### config.mk
export PLATFORM = sky130hd
export DESIGN_NAME = vga_timing_gen
export DESIGN_NICKNAME = d
export VERILOG_FILES = /design/src/rtl/vga_pkg.sv /design/src/rtl/sync_delay.sv /design/src/rtl/vga_timing_gen.sv
export SDC_FILE = /design/constraint.sdc
export NUM_CORES = 1
export LEC_CHECK = 0
export ABC_AREA = 1
export ABC_CLOCK_PERIOD_IN_PS = 5900
export BUFFER_PORTS_ARGS = -buffer_cell sky130_fd_sc_hd__buf_2
export CAP_MARGIN = 20
export CORE_MARGIN = 1.5
export CORE_UTILIZATION = 33
export DETAILED_ROUTE_END_ITERATION = 12
export SYNTH_ARGS = -nofsm -noshare
export SYNTH_HDL_FRONTEND = slang
export SYNTH_SLANG_ARGS = --single-unit
### constraint.sdc
create_clock -name i_clk -period 5.9 [get_ports i_clk]
set_clock_uncertainty 0.1 [all_clocks]
set_input_delay 0.295 -clock i_clk [delete_from_list [all_inputs] [get_ports i_clk]]
set_output_delay 0.295 -clock i_clk [all_outputs]
set_load 0.005 [all_outputs]
### src/rtl/vga_pkg.sv
// rtl/vga_pkg.sv - shared 640x480@60 timing constants, sync polarity and coordinate types
package vga_pkg;

  // 640x480@60 raster, also used by the renderer's blanking logic
  localparam int VGA_H_ACTIVE = 640;
  localparam int VGA_H_FP     = 16;
  localparam int VGA_H_SYNC   = 96;
  localparam int VGA_H_BP     = 48;
  localparam int VGA_V_ACTIVE = 480;
  localparam int VGA_V_FP     = 10;
  localparam int VGA_V_SYNC   = 2;
  localparam int VGA_V_BP     = 33;

  localparam int COORD_W = 10;

  typedef logic [COORD_W-1:0] coord_t;

  typedef enum logic {
    SYNC_ACTIVE_LOW  = 1'b0,
    SYNC_ACTIVE_HIGH = 1'b1
  } sync_pol_e;

  // Scan is parked after reset or while en is low; the first enabled tick restarts at (0,0)
  typedef enum logic {
    SCAN_PARKED = 1'b0,
    SCAN_RUN    = 1'b1
  } scan_state_e;

  // Half-open window test lo <= c < hi
  function automatic logic in_window(coord_t c, coord_t lo, coord_t hi);
    return (c >= lo) && (c < hi);
  endfunction

endpackage

### src/rtl/sync_delay.sv
// rtl/sync_delay.sv - pix_ce-enabled shift register aligning syncs with the RGB pipeline
module sync_delay #(
  parameter int               WIDTH     = 2,
  parameter int               DEPTH     = 2,
  parameter logic [WIDTH-1:0] RESET_VAL = '0
) (
  input  logic             i_clk,
  input  logic             i_rst_n,
  input  logic             i_ce,
  input  logic [WIDTH-1:0] i_data,
  output logic [WIDTH-1:0] o_data
);

  generate
    if (DEPTH == 0) begin : g_bypass
      logic w_unused;
      assign w_unused = ^{i_clk, i_rst_n, i_ce};
      assign o_data   = i_data;
    end else begin : g_shift
      logic [WIDTH-1:0] r_sr [DEPTH];

      // Shift one stage per pixel tick; reset fills every stage with the inactive level
      always_ff @(posedge i_clk or negedge i_rst_n) begin
        if (!i_rst_n) begin
          for (int i = 0; i < DEPTH; i++) r_sr[i] <= RESET_VAL;
        end else if (i_ce) begin
          r_sr[0] <= i_data;
          for (int i = 1; i < DEPTH; i++) r_sr[i] <= r_sr[i-1];
        end
      end

      assign o_data = r_sr[DEPTH-1];
    end
  endgenerate

endmodule

### src/rtl/vga_timing_gen.sv
// rtl/vga_timing_gen.sv - pixel-clock divider, raster counters, strobes and aligned syncs
module vga_timing_gen
  import vga_pkg::*;
#(
  parameter int   H_ACTIVE = VGA_H_ACTIVE,
  parameter int   H_FP     = VGA_H_FP,
  parameter int   H_SYNC   = VGA_H_SYNC,
  parameter int   H_BP     = VGA_H_BP,
  parameter int   V_ACTIVE = VGA_V_ACTIVE,
  parameter int   V_FP     = VGA_V_FP,
  parameter int   V_SYNC   = VGA_V_SYNC,
  parameter int   V_BP     = VGA_V_BP,
  parameter logic SYNC_POL = SYNC_ACTIVE_LOW,
  parameter int   CLK_DIV  = 2,
  parameter int   PIPE_DLY = 2
) (
  input  logic        i_clk,
  input  logic        i_rst_n,
  input  logic        i_en,
  output logic        o_pix_ce,
  output logic        o_valid,
  output coord_t      o_x,
  output coord_t      o_y,
  output logic        o_hsync,
  output logic        o_vsync,
  output logic        o_line_start,
  output logic        o_frame_start,
  output logic [15:0] o_frame_cnt
);

  localparam int H_TOTAL = H_ACTIVE + H_FP + H_SYNC + H_BP;
  localparam int V_TOTAL = V_ACTIVE + V_FP + V_SYNC + V_BP;
  localparam int DIV_W   = (CLK_DIV > 1) ? $clog2(CLK_DIV) : 1;

  localparam logic [DIV_W-1:0] DIV_LAST = DIV_W'(CLK_DIV - 1);

  localparam coord_t H_LAST   = coord_t'(H_TOTAL - 1);
  localparam coord_t V_LAST   = coord_t'(V_TOTAL - 1);
  localparam coord_t H_ACT_C  = coord_t'(H_ACTIVE);
  localparam coord_t V_ACT_C  = coord_t'(V_ACTIVE);
  localparam coord_t HS_START = coord_t'(H_ACTIVE + H_FP);
  localparam coord_t HS_END   = coord_t'(H_ACTIVE + H_FP + H_SYNC);
  localparam coord_t VS_START = coord_t'(V_ACTIVE + V_FP);
  localparam coord_t VS_END   = coord_t'(V_ACTIVE + V_FP + V_SYNC);

  localparam logic SYNC_OFF = ~SYNC_POL;

  logic [DIV_W-1:0] r_div;
  logic [DIV_W-1:0] w_div_next;
  logic             r_pix_ce;

  scan_state_e r_state;
  scan_state_e w_state_next;

  coord_t      r_h_cnt;
  coord_t      r_v_cnt;
  coord_t      w_h_next;
  coord_t      w_v_next;
  logic        w_frame_wrap;

  logic        r_valid;
  logic        r_line_start;
  logic        r_frame_start;
  logic        r_hsync_raw;
  logic        r_vsync_raw;
  logic [15:0] r_frame_cnt;
  logic [1:0]  w_sync_dly;

  assign w_div_next = (r_div == DIV_LAST) ? '0 : r_div + 1'b1;

  // Free-running divider; pix_ce is registered so it stays low through reset even when CLK_DIV is 1
  always_ff @(posedge i_clk or negedge i_rst_n) begin
    if (!i_rst_n) begin
      r_div    <= '0;
      r_pix_ce <= 1'b0;
    end else begin
      r_div    <= w_div_next;
      r_pix_ce <= (w_div_next == DIV_LAST);
    end
  end

  // Scan state register
  always_ff @(posedge i_clk or negedge i_rst_n) begin
    if (!i_rst_n) begin
      r_state <= SCAN_PARKED;
    end else begin
      r_state <= w_state_next;
    end
  end

  // Next scan state and counter values; a parked scan restarts at (0,0) rather than advancing
  always_comb begin
    w_state_next = r_state;
    w_h_next     = r_h_cnt;
    w_v_next     = r_v_cnt;
    w_frame_wrap = 1'b0;
    if (r_pix_ce) begin
      if (!i_en) begin
        w_state_next = SCAN_PARKED;
        w_h_next     = '0;
        w_v_next     = '0;
      end else if (r_state == SCAN_PARKED) begin
        w_state_next = SCAN_RUN;
        w_h_next     = '0;
        w_v_next     = '0;
      end else if (r_h_cnt == H_LAST) begin
        w_h_next = '0;
        if (r_v_cnt == V_LAST) begin
          w_v_next     = '0;
          w_frame_wrap = 1'b1;
        end else begin
          w_v_next = r_v_cnt + 1'b1;
        end
      end else begin
        w_h_next = r_h_cnt + 1'b1;
      end
    end
  end

  // Counters and registered outputs all update together on the pixel tick
  always_ff @(posedge i_clk or negedge i_rst_n) begin
    if (!i_rst_n) begin
      r_h_cnt       <= '0;
      r_v_cnt       <= '0;
      r_valid       <= 1'b0;
      r_line_start  <= 1'b0;
      r_frame_start <= 1'b0;
      r_hsync_raw   <= SYNC_OFF;
      r_vsync_raw   <= SYNC_OFF;
      r_frame_cnt   <= '0;
    end else if (r_pix_ce) begin
      r_h_cnt       <= w_h_next;
      r_v_cnt       <= w_v_next;
      r_valid       <= i_en && (w_h_next < H_ACT_C) && (w_v_next < V_ACT_C);
      r_line_start  <= i_en && (w_h_next == '0);
      r_frame_start <= i_en && (w_h_next == '0) && (w_v_next == '0);
      r_hsync_raw   <= (i_en && in_window(w_h_next, HS_START, HS_END)) ? SYNC_POL : SYNC_OFF;
      r_vsync_raw   <= (i_en && in_window(w_v_next, VS_START, VS_END)) ? SYNC_POL : SYNC_OFF;
      if (w_frame_wrap) begin
        r_frame_cnt <= r_frame_cnt + 16'd1;
      end
    end
  end

  sync_delay #(
    .WIDTH     (2),
    .DEPTH     (PIPE_DLY),
    .RESET_VAL ({SYNC_OFF, SYNC_OFF})
  ) u_sync_delay (
    .i_clk   (i_clk),
    .i_rst_n (i_rst_n),
    .i_ce    (r_pix_ce),
    .i_data  ({r_hsync_raw, r_vsync_raw}),
    .o_data  (w_sync_dly)
  );

  assign o_pix_ce      = r_pix_ce;
  assign o_valid       = r_valid;
  assign o_x           = r_h_cnt;
  assign o_y           = r_v_cnt;
  assign o_hsync       = w_sync_dly[1];
  assign o_vsync       = w_sync_dly[0];
  assign o_line_start  = r_line_start;
  assign o_frame_start = r_frame_start;
  assign o_frame_cnt   = r_frame_cnt;

endmodule

==> impl_metrics.py <==
metrics = {
    "synthesis": {
        "synth_cells": 369,
        "ys_warn_count": 0,
        "syn_area_per_cell_um2": 7.45,
        "ys_seq_elements": 47,
        "synth-main-ff-cell": "dfrtp_1",
        "ys_seq_area_share_pct": 43.0,
        "synth_edf_count": 0,
        "ys_async_sr_fraction_pct": 100,
        "syn_nets": 376,
        "synthesis.area_um2": 2750,
        "yosysUniqueCellTypes": 34,
    },
    "setup_path": {
        "reg2reg_to": "r_vsync_raw",
        "required_ns": 6.04,
        "rrSetupSlack_ns": 3.46,
        "crit_type": "flip-flop to flip-flop",
        "crit_fanout": 11,
        "critPathArrivalTime_ns": 2.57,
        "r2r_cells": 13,
        "r2r_start": "o_x[0]",
        "max_stage_delay_ns": 0.41,
        "cp-end-kind": "flip-flop",
        "start_kind": "flip-flop",
        "worst_path_max_delay_cell": "dfrtp_1",
        "cp_cell_sequence": "ha_1 -> nand2_2 -> nor2_8 -> nand2_1 -> nor2_1 -> nor2_1 -> nand3_1 -> nand2_1 -> nand2_1 -> inv_1 -> nand2_1 -> nor2_1 -> nor2_1",
    },
    "sta": {
        "rsz0062_at_grt": "no",
        "fin_crit_ns": 2.44,
        "drv_slew": 0,
        "clock.fmax_ghz": 0.411,
        "setup_viol": 0,
        "fin_crit_sh_pct": 41.3,
        "tightest_slew_ns": 0.635,
        "hold_violations": 0,
        "fin_setup_tns_ns": 0,
        "maxSlewHeadroom_pct": 57.6,
    },
    "pwr": {
        "power.density_nw_per_um2": 184,
        "finalPower_mw": 0.589,
        "p_leak_nw": 1.77,
        "peakVddDrop_v": 0.0000791,
    },
    "job": {
        "timing.max_cap.violations": 0,
    },
    "min_path": {
        "whs_path_depth": 3,
        "hold_end": "r_state",
        "holdCritPathClass": "primary input to flip-flop",
        "min_from": "i_en",
    },
    "clock_network": {
        "cts_tree": "built",
        "cts_root_buf": "clkbuf_8",
        "clock_latency_ns": 0.30,
        "clock_sinks": 47,
        "cts.clk_slew.worst_paths_ns": 0.09,
        "cts_buffers": 5,
        "h-tree-depth": 2,
        "cts_max_path_buffers": 2,
    },
    "route": {
        "drt_iter0_drc": 167,
        "wl_per_cell_um": 12.4,
        "dr.pass1.iters": 4,
        "vias_per_cell": 4.72,
        "vias": 2462,
        "drt_wl_total_mm": 6.48,
        "postRouteAntennaNets": 0,
        "drcViolationCount": 0,
    },
    "cells_and_area": {
        "area_delta_synth_final_pct": 16.2,
        "multiInputGateArea_um2": 1340,
        "regArea_um2": 1180,
        "num-nets-final": 423,
        "fill_cells": 831,
        "fin_area_um2": 3200,
        "drive_gt1_share_pct": 17.0,
        "antenna_cells": 0,
    },
    "global_route": {
        "grt_max_degree": 48,
        "track_usage_pct": 15.3,
        "grt_first_pass_wirelength_mm": 10.7,
        "grt_pass1_vias": 2255,
        "antenna_found_initial": 0,
        "overflow": 0,
    },
    "placement": {
        "place_area_um2": 3070,
        "io_buffers": 44,
        "gp_congestion": 0.862,
        "dp_hpwl_mm": 4.83,
    },
    "run_status": {
        "status": "finished, final reports clean",
    },
    "die": {
        "die_width_um": 94.3,
        "row_count": 33,
        "initial_core_util_pct": 33.8,
        "dieArea_um2": 8890,
        "pin_count": 45,
        "core_um2": 8130,
        "die_h_um": 94.3,
    },
}
[cells in the final DEF (no fill, tap or decap), types with 4 or more instances in the layout]
cell,Yosys,routed
dfstp_2,6,6
inv_1,49,49
nand4_1,7,7
a21oi_1,4,4
xnor2_1,6,6
nand2_1,112,112
nor2_1,50,50
nand3_1,33,33
ha_1,4,4
o21ai_0,9,9
buf_2,1,44
nor3_1,4,4
xor2_1,13,13
clkbuf_8,0,5
nand3b_1,4,4
dfrtp_1,41,41
[metal layers]
layer	vias up	share of wire, %	GRT usage [%]
met5	-	0	0
met2	73	46	24.6
met3	4	6.0	3.40
met4	0	0.76	3.48
li1	1245	-	-
met1	1140	47	20.8
[cells by family (layout without fill, tap and decap cells)]
kind of cell	after synthesis	in the layout	share of synthesized area (%)
AOI/OAI and AO/OA	20	20	4.14
buffers and inverters	56	104	8.19
DFF	47	47	43.0
adders and majority gates	4	4	1.82
and+or+nand+nor	223	223	36.8
xor gates and xnor gates	19	19	6.05
[worst max-delay path by stage]
stage	slack, ns	to	cells past startpoint	start
final	3.46	r_vsync_raw	13	o_x[0]
after global placement	3.57	r_vsync_raw	13	o_x[0]
after floorplan	3.94	o_frame_cnt[11]	11	o_x[0]
after detailed placement	3.45	o_valid	13	o_x[0]
after CTS	3.44	r_vsync_raw	13	o_x[0]
after global routing	3.17	o_frame_start	11	o_pix_ce
[repair_timing]
action	CTS	global route
buffers inserted	0	0
hold endpoints to repair	4	0
gates resized for setup	0	0
hold buffers	1	0
[sequential cells by signal, indices dropped and copies added, names as in the netlist]
| register | flops |
|---|---|
| o_frame_cnt | 16 |
| o_x | 10 |
| o_y | 10 |
| u_sync_delay.g_shift.r_sr | 2 |
| u_sync_delay.o_data | 2 |
| o_frame_start | 1 |
| o_line_start | 1 |
| o_pix_ce | 1 |
| o_valid | 1 |
| r_hsync_raw | 1 |
| r_state | 1 |
| r_vsync_raw | 1 |
[synthesized netlist by cell type (2+ instances only)]
library cell	instances	area (um^2)
nand3b_1	4	30.0
a22oi_1	2	15.0
xor2_1	13	114
dfstp_2	6	158
inv_1	49	184
o21ai_0	9	45.0
xnor2_1	6	52.6
nor2_8	2	40.0
nor4_1	2	12.5
ha_1	4	50.1
nand3_1	33	165
nor3_1	4	20.0
clkbuf_1	3	11.3
nand2_2	2	12.5
nand4_1	7	43.8
a21oi_1	4	20.0
nor2_2	2	12.5
nor2_1	50	188
nand2_1	112	420
dfrtp_1	41	1030
[layout make-up]
cell class	count	share of cell area [%]
clock buffers	5	2.15
clock inverters	3	1.37
inverters	50	5.95
multi-input cells	266	42.0
flip-flops and latches	47	37.0
well taps	105	4.11
repair buffers	46	7.44
[power by group]
group	internal, mW	switching (mW)
clock network	0.126	0.116
registers	0.324	0.00189
logic	0.00580	0.0151
[worst max-delay path, delay by kind of cell, from the launching register on]
family / cells / cell delay (ns)
buf+inv: 1 / 0.05
flops: 1 / 0.41
simple gates: 11 / 1.56
fa+ha+maj: 1 / 0.24
[through the flow]
step           hold WS, ns  setup slack [ns]  utilization, %  instances
6_report             0.166              3.46            39.3        522
5_1_grt              0.195              3.17            39.3        522
3_3_place_gp         0.332              3.57            37.8        513
4_1_cts              0.160              3.44            39.3        522
2_1_floorplan       -0.101              3.94               -        369
3_5_place_dp         0.334              3.45            37.8        513
(Power assumes the default switching activity.)
